`config.mk`:
```
export PLATFORM = sky130hd
export DESIGN_NAME = cam_entry_manager
export DESIGN_NICKNAME = d
export VERILOG_FILES = /design/src/rtl/cam_entry_manager.sv
export SDC_FILE = /design/constraint.sdc
export NUM_CORES = 1
export LEC_CHECK = 0
export ABC_AREA = 1
export CAP_MARGIN = 25
export CORE_UTILIZATION = 60
export CTS_BUF_LIST = sky130_fd_sc_hd__clkbuf_8 sky130_fd_sc_hd__clkbuf_16
export DETAILED_ROUTE_END_ITERATION = 16
export DONT_BUFFER_PORTS = 1
export MAX_ROUTING_LAYER = met4
export PLACE_DENSITY = 0.79
export SLEW_MARGIN = 20
export SYNTH_ARGS = -nofsm -noshare
export SYNTH_HDL_FRONTEND = slang
export SYNTH_SLANG_ARGS = --single-unit
```
`constraint.sdc`:
```
create_clock -name clk -period 3.3 [get_ports clk]
set_input_delay 0.33 -clock clk [delete_from_list [all_inputs] [get_ports clk]]
set_output_delay 0.33 -clock clk [all_outputs]
set_load 0.03 [all_outputs]
```
`src/rtl/cam_entry_manager.sv`:
```
// -----------------------------------------------------------------------------
// cam_entry_manager
//
// Purpose:
//   Upstream controller for the BRAM CAM write port. Accepts insert and delete
//   requests over a valid/ready handshake, allocates the lowest free CAM entry
//   for each insert, drives exactly one CAM write sequence per request, tracks
//   entry occupancy and returns a response carrying the entry address and a
//   status code. Only one request is in flight at a time.
//
// Parameters:
//   DATA_WIDTH  key width, matches the CAM search data width
//   ADDR_WIDTH  log2 of the CAM entry count (N = 2**ADDR_WIDTH)
//
// Ports:
//   clk, rst            clock, synchronous active-high reset
//   req_valid/ready     request handshake
//   req_op              0 = insert, 1 = delete
//   req_data            key to insert (ignored for delete)
//   req_addr            entry to delete (ignored for insert)
//   rsp_valid/ready     response handshake
//   rsp_addr            allocated or deleted entry
//   rsp_status          0 = OK, 1 = FULL, 2 = INVALID, 3 = DUP
//   cam_write_*         CAM write port (addr/data/delete/enable out, busy in)
//   occupancy           number of valid entries, 0..N
//   full, empty         registered occupancy flags
//
// Build option:
//   CAM_MGR_DUP_CHECK_EN  when defined, keeps a shadow copy of every stored key
//                         and answers an insert of an already-present key with
//                         status DUP (checked before FULL) without a CAM write.
//                         When undefined, duplicate keys occupy new entries and
//                         status DUP is never produced.
// -----------------------------------------------------------------------------
module cam_entry_manager #(
  parameter int DATA_WIDTH = 64,
  parameter int ADDR_WIDTH = 5
) (
  input  logic                  clk,
  input  logic                  rst,
  input  logic                  req_valid,
  output logic                  req_ready,
  input  logic                  req_op,
  input  logic [DATA_WIDTH-1:0] req_data,
  input  logic [ADDR_WIDTH-1:0] req_addr,
  output logic                  rsp_valid,
  input  logic                  rsp_ready,
  output logic [ADDR_WIDTH-1:0] rsp_addr,
  output logic [1:0]            rsp_status,
  output logic [ADDR_WIDTH-1:0] cam_write_addr,
  output logic [DATA_WIDTH-1:0] cam_write_data,
  output logic                  cam_write_delete,
  output logic                  cam_write_enable,
  input  logic                  cam_write_busy,
  output logic [ADDR_WIDTH:0]   occupancy,
  output logic                  full,
  output logic                  empty
);

  localparam int N = 1 << ADDR_WIDTH;

  localparam logic [1:0] ST_OK      = 2'd0;
  localparam logic [1:0] ST_FULL    = 2'd1;
  localparam logic [1:0] ST_INVALID = 2'd2;
  localparam logic [1:0] ST_DUP     = 2'd3;

  localparam logic OP_INSERT = 1'b0;

  typedef enum logic [2:0] {
    S_INIT    = 3'd0,
    S_IDLE    = 3'd1,
    S_ISSUE   = 3'd2,
    S_WAIT_HI = 3'd3,
    S_WAIT_LO = 3'd4,
    S_RESP    = 3'd5
  } state_t;

  // ---------------------------------------------------------------------------
  // State and datapath registers
  // ---------------------------------------------------------------------------
  state_t                  r_state;
  state_t                  w_state_next;

  logic [N-1:0]            r_valid;
  logic [ADDR_WIDTH:0]     r_occ;
  logic                    r_full;
  logic                    r_empty;

  logic                    r_op;
  logic [DATA_WIDTH-1:0]   r_data;
  logic [ADDR_WIDTH-1:0]   r_addr;

  logic [ADDR_WIDTH-1:0]   r_rsp_addr;
  logic [1:0]              r_rsp_status;

  // Control strobes from the next-state logic
  logic                    w_accept;
  logic                    w_commit;
  logic                    w_rsp_load;
  logic [ADDR_WIDTH-1:0]   w_rsp_addr_next;
  logic [1:0]              w_rsp_status_next;
  logic                    w_write_enable;

  logic [ADDR_WIDTH-1:0]   w_free_idx;
  logic [ADDR_WIDTH:0]     w_occ_next;
  logic                    w_dup_hit;
  logic [ADDR_WIDTH-1:0]   w_dup_idx;

  // ---------------------------------------------------------------------------
  // Lowest free entry. Scanning from the top down lets the lowest free index
  // win. When the table is full the result is unused (FULL path).
  // ---------------------------------------------------------------------------
  always_comb begin
    w_free_idx = '0;
    for (int i = N - 1; i >= 0; i--) begin
      if (!r_valid[i]) begin
        w_free_idx = ADDR_WIDTH'(i);
      end
    end
  end

  // ---------------------------------------------------------------------------
  // Optional duplicate-key detection against a shadow copy of stored keys.
  // The shadow needs a parallel compare across all entries, so it is kept in
  // flops rather than a RAM. It has no reset: entries only count when their
  // valid bit is set, and the valid bitmap is cleared by reset.
  // ---------------------------------------------------------------------------
`ifdef CAM_MGR_DUP_CHECK_EN
  logic [DATA_WIDTH-1:0] r_shadow [N];
  logic [N-1:0]          w_match;

  for (genvar gi = 0; gi < N; gi++) begin : g_match
    assign w_match[gi] = r_valid[gi] && (r_shadow[gi] == req_data);
  end

  always_ff @(posedge clk) begin
    if (w_commit && (r_op == OP_INSERT)) begin
      r_shadow[r_addr] <= r_data;
    end
  end

  always_comb begin
    w_dup_idx = '0;
    for (int i = N - 1; i >= 0; i--) begin
      if (w_match[i]) begin
        w_dup_idx = ADDR_WIDTH'(i);
      end
    end
  end

  assign w_dup_hit = |w_match;
`else
  assign w_dup_hit = 1'b0;
  assign w_dup_idx = '0;
`endif

  // ---------------------------------------------------------------------------
  // FSM: state register
  // ---------------------------------------------------------------------------
  always_ff @(posedge clk) begin
    if (rst) begin
      r_state <= S_INIT;
    end else begin
      r_state <= w_state_next;
    end
  end

  // ---------------------------------------------------------------------------
  // FSM: next state and control strobes
  // ---------------------------------------------------------------------------
  always_comb begin
    w_state_next      = r_state;
    w_accept          = 1'b0;
    w_commit          = 1'b0;
    w_rsp_load        = 1'b0;
    w_rsp_addr_next   = r_rsp_addr;
    w_rsp_status_next = r_rsp_status;
    w_write_enable    = 1'b0;

    case (r_state)
      // The CAM clears its RAMs after reset and holds busy meanwhile.
      S_INIT: begin
        if (!cam_write_busy) begin
          w_state_next = S_IDLE;
        end
      end

      S_IDLE: begin
        if (req_valid) begin
          w_accept = 1'b1;
          if (req_op == OP_INSERT) begin
            // Duplicate detection outranks the full check so that a present
            // key is reported as DUP even when the table is full.
            if (w_dup_hit) begin
              w_rsp_load        = 1'b1;
              w_rsp_addr_next   = w_dup_idx;
              w_rsp_status_next = ST_DUP;
              w_state_next      = S_RESP;
            end else if (r_full) begin
              w_rsp_load        = 1'b1;
              w_rsp_addr_next   = '0;
              w_rsp_status_next = ST_FULL;
              w_state_next      = S_RESP;
            end else begin
              w_state_next = S_ISSUE;
            end
          end else begin
            if (!r_valid[req_addr]) begin
              w_rsp_load        = 1'b1;
              w_rsp_addr_next   = req_addr;
              w_rsp_status_next = ST_INVALID;
              w_state_next      = S_RESP;
            end else begin
              w_state_next = S_ISSUE;
            end
          end
        end
      end

      // Single-cycle enable pulse, only once the CAM is ready for it.
      S_ISSUE: begin
        if (!cam_write_busy) begin
          w_write_enable = 1'b1;
          w_state_next   = S_WAIT_HI;
        end
      end

      // busy rises the cycle after enable; wait for it so the falling edge
      // seen in WAIT_LO belongs to this write.
      S_WAIT_HI: begin
        if (cam_write_busy) begin
          w_state_next = S_WAIT_LO;
        end
      end

      S_WAIT_LO: begin
        if (!cam_write_busy) begin
          w_commit          = 1'b1;
          w_rsp_load        = 1'b1;
          w_rsp_addr_next   = r_addr;
          w_rsp_status_next = ST_OK;
          w_state_next      = S_RESP;
        end
      end

      S_RESP: begin
        if (rsp_ready) begin
          w_state_next = S_IDLE;
        end
      end

      default: begin
        w_state_next = S_INIT;
      end
    endcase
  end

  // ---------------------------------------------------------------------------
  // Request latch. These registers drive the CAM write port directly, so they
  // stay stable from ISSUE through WAIT_LO.
  // ---------------------------------------------------------------------------
  always_ff @(posedge clk) begin
    if (rst) begin
      r_op   <= 1'b0;
      r_data <= '0;
      r_addr <= '0;
    end else if (w_accept) begin
      r_op   <= req_op;
      r_data <= req_data;
      r_addr <= (req_op == OP_INSERT) ? w_free_idx : req_addr;
    end
  end

  // ---------------------------------------------------------------------------
  // Response registers, held until the response is consumed.
  // ---------------------------------------------------------------------------
  always_ff @(posedge clk) begin
    if (rst) begin
      r_rsp_addr   <= '0;
      r_rsp_status <= ST_OK;
    end else if (w_rsp_load) begin
      r_rsp_addr   <= w_rsp_addr_next;
      r_rsp_status <= w_rsp_status_next;
    end
  end

  // ---------------------------------------------------------------------------
  // Occupancy bitmap: one flop per entry, touched only when a completed write
  // commits to its own index.
  // ---------------------------------------------------------------------------
  for (genvar gi = 0; gi < N; gi++) begin : g_valid
    always_ff @(posedge clk) begin
      if (rst) begin
        r_valid[gi] <= 1'b0;
      end else if (w_commit && (r_addr == ADDR_WIDTH'(gi))) begin
        r_valid[gi] <= (r_op == OP_INSERT);
      end
    end
  end

  // Occupancy cannot wrap: inserts are refused when full and deletes of
  // empty entries are refused as INVALID before any commit happens.
  assign w_occ_next = (r_op == OP_INSERT) ? (r_occ + 1'b1) : (r_occ - 1'b1);

  always_ff @(posedge clk) begin
    if (rst) begin
      r_occ   <= '0;
      r_full  <= 1'b0;
      r_empty <= 1'b1;
    end else if (w_commit) begin
      r_occ   <= w_occ_next;
      r_full  <= (w_occ_next == (ADDR_WIDTH + 1)'(N));
      r_empty <= (w_occ_next == '0);
    end
  end

  // ---------------------------------------------------------------------------
  // Outputs
  // ---------------------------------------------------------------------------
  assign req_ready        = (r_state == S_IDLE);
  assign rsp_valid        = (r_state == S_RESP);
  assign rsp_addr         = r_rsp_addr;
  assign rsp_status       = r_rsp_status;

  assign cam_write_addr   = r_addr;
  assign cam_write_data   = r_data;
  assign cam_write_delete = r_op;
  assign cam_write_enable = w_write_enable;

  assign occupancy        = r_occ;
  assign full             = r_full;
  assign empty            = r_empty;

endmodule

```
==> impl_metrics.sql <==
INSERT INTO impl_metrics (metric_group, metric, value, unit) VALUES
('routing', 'wl_per_cell', '17.97', 'µm'),
('synth', 'average_cell_area_after_synthesis', '7.028', 'µm²'),
('sta', 'transition_time_of_the_tightest_slew_check_pin', '902.5', 'ps'),
('sta', 'timing.final.crit_share', '80.12', '%'),
('clocking', 'clock_tree_from_tritoncts', 'done', ''),
('routing', 'drc', '0', ''),
('sta', 'timing.final.max_slew_violations', '0', ''),
('critical_path', 'critical_path.reg2reg.startpoint', 'r_state[0]$_SDFFE_PP0P_', ''),
('clocking', 'clk_path_buf_depth', '2', ''),
('routing', 'drt_first_iter_violations', '422', ''),
('cells_and_area', 'diodes', '0', ''),
('die', 'initial_utilization', '61.55', '%'),
('critical_path', 'worstSetupEndpointType', 'flop', ''),
('cells_and_area', 'final_cell_area', '6623', 'µm²'),
('grt', 'grt_remaining_overflow', '0', ''),
('sta', 'post-route-min-period', '2644', 'ps'),
('sta', 'finalSetupViolations', '0', ''),
('synth', 'synth_common_cells', '205 x nor2_1, 123 x o21ai_0, 120 x dfxtp_1, 84 x nand2_1, 52 x inv_1', ''),
('grt', 'grt_start_max_net_pins', '95', ''),
('clocking', 'htree_levels', '4', ''),
('synth', 'post-synth-top-area-fraction', '44.98', '%'),
('sta', 'tns', '0', 'ps'),
('critical_path', 'worst-setup-path-type', 'flop to flop', ''),
('placement', 'dp_cells', '828', ''),
('routing', 'routed-via-count', '5616', ''),
('synth', 'number_of_synthesized_flops_with_an_enable_pin', '0', ''),
('critical_path', 'critPathArrivalTime', '3010', 'ps'),
('sta', 'hold_slack', '21.04', 'ps'),
('routing', 'route.final.wire_length', '16.72', 'mm'),
('cells_and_area', 'layout-drive-gt1-share', '5.596', '%'),
('critical_path', 'startpoint', 'r_state[0]$_SDFFE_PP0P_', ''),
('die', 'io_pins', '163', ''),
('status', 'status', 'complete, no violations', ''),
('clocking', 'cts.reportedPaths.clkPinSlew', '60', 'ps'),
('die', 'die_height', '96.35', 'µm'),
('power', 'max-vdd-ir-drop', '0.4633', 'mV'),
('sta', 'post-route-worst-setup-slack', '656.0', 'ps'),
('die', 'die_area', '9283', 'µm²'),
('power', 'power-per-cell-area', '604.7', 'nW/µm²'),
('synth', 'synth-seq-cells', '120', ''),
('cells_and_area', 'fill_cells', '585', ''),
('synth', 'synthFlopType', 'dfxtp_1', ''),
('cells_and_area', 'numnets_final', '890', ''),
('die', 'fp.coreArea', '8678', 'µm²'),
('critical_path', 'required', '3660', 'ps'),
('grt', 'grt_pass1_vias', '5218', ''),
('routing', 'drt.antenna.violating_nets', '0', ''),
('sta', 'slew_headroom', '39.83', '%'),
('sta', 'final_hold_violation_count', '0', ''),
('placement', 'place.detailed.hpwl', '9.212', 'mm'),
('synth', 'ys_warn_count', '0', ''),
('synth', 'post-synth-top-area-cell', 'dfxtp_1', ''),
('clocking', 'clock_insertion_delay_at_the_later_pin_of_the_skew_report', '520', 'ps'),
('critical_path', 'critPathLaunchType', 'flop', ''),
('synth', 'synth_async_sr_flop_share', '0', '%'),
('synth', 'post_synth_num_cell_types', '36', ''),
('min_path', 'hp-start', 'req_op', ''),
('cells_and_area', 'stdcell_count', '930', ''),
('clocking', 'cts_sinks', '120', ''),
('placement', 'detailed_place.area', '5338', 'µm²'),
('die', 'std_cell_rows', '34', ''),
('cells_and_area', 'area.growth.synth_to_final', '23.99', '%'),
('grt', 'grt_util_all_layers', '36.38', '%'),
('placement', 'gp_routability_congestion', '0.9599', ''),
('routing', 'detailedRoute.firstPassIterationCount', '6', ''),
('synth', 'netlist_area', '5341', 'µm²'),
('grt', 'grt_antenna_before_repair', '0', ''),
('routing', 'route.detailed.vias_per_inst', '6.039', ''),
('sta', 'rsz0062_at_grt', 'no', ''),
('sta', 'clock-skew-final', '9.547', 'ps'),
('min_path', 'path_category_of_the_worst_min_delay_check', 'primary input to flop', '');
==> final timing paths <==
| path | slack, ps | to | cells past startpoint |
|---|---|---|---|
| setup reg to reg | 660 | cam_write_delete$_SDFFE_PP0P_ | 10 |
| setup / recovery | 660 | cam_write_delete$_SDFFE_PP0P_ | 10 |
| hold / removal | 20 | rsp_status[0]$_SDFFE_PP0P_ | 3 |
| hold reg to reg | 520 | r_state[0]$_SDFFE_PP0P_ | 2 |
==> final cells by class <==
class	instances	area [µm²]	area share, %
Multi-Input combinational cell	541	2557	38.62
Sequential cell	120	2402	36.27
Timing Repair Buffer	75	743.2	11.22
Clock buffer	18	427.9	6.461
Inverter	54	206.4	3.117
Clock inverter	14	150.1	2.267
Tap cell	108	135.1	2.040
==> power breakdown <==
| part | switching (mW) | internal, mW | leakage [nW] |
|---|---|---|---|
| sequential | 0.257 | 1.54 | 0.975 |
| clock | 0.755 | 1.05 | 0.284 |
| combinational | 0.251 | 0.149 | 1.39 |
==> layer usage <==
metal	global-route usage (%)	share of wire (%)	vias up	routed length, µm
met5	-	0	-	0
met4	17.52	3.2	0	543
met3	10.19	9.0	58	1501
met2	58.81	49	334	8195
met1	41.58	39	2609	6475
li1	-	-	2615	-
==> kinds of logic (layout without fill, tap and decap cells) <==
group | Yosys count | in the layout | synth area share, %
AO/OA/AOI/OAI | 210 | 210 | 21.83
XOR/XNOR | 5 | 5 | 0.8200
adder cells (fa/ha/maj) | 6 | 6 | 1.546
buffers and inverters | 99 | 161 | 7.285
flip-flops | 120 | 120 | 44.98
multiplexers | 2 | 2 | 0.3982
AND/OR/NAND/NOR | 318 | 318 | 23.14
==> flip-flops by register name, summed over array words and instances (netlist names) <==
signal	count
cam_write_data	64
cam_write_delete	1
rsp_status	2
occupancy	6
r_valid	32
r_state	3
empty	1
cam_write_addr	5
full	1
rsp_addr	5
==> critical path, cell delays in order, from the launching register on <==
cell and delay (ps):
dfxtp_1 390, inv_1 110, nor2_1 200, inv_1 60, nor2_1 90, buf_4 190, inv_1 100, nor2_4 110
clkinv_2 690, o21ai_0 440, a21oi_1 80
==> per-stage QoR <==
step	total power [mW]	utilization, %
finish	4.005	76.31
global route	4.127	76.31
CTS	3.975	76.12
detailed placement	2.119	61.51
global placement	2.105	61.48
floorplan	2.051	-
==> repair_timing <==
item | 4_1_cts | 5_1_grt
hold endpoints to repair | 94 | 0
gates resized for setup | 0 | 0
hold buffers | 69 | 0
setup buffers | 0 | 0
==> cell usage in the layout (no fill, tap or decap), types with 2 or more instances in the layout <==
master	count
clkbuf_8	2
xnor2_1	2
o22ai_1	2
nand2_1	84
clkbuf_16	16
clkinv_4	3
a311oi_1	11
xor2_1	3
nor3_1	17
buf_4	5
a31oi_1	9
inv_6	6
o21ai_0	123
a21oi_2	2
a21oi_1	46
o21bai_1	2
nand3_1	9
ha_1	5
o211ai_1	2
nor2_1	204
dlygate4sd3_1	69
a211oi_1	4
inv_8	3
o221ai_1	5
dfxtp_1	120
inv_1	51
(Power assumes the default switching activity.)
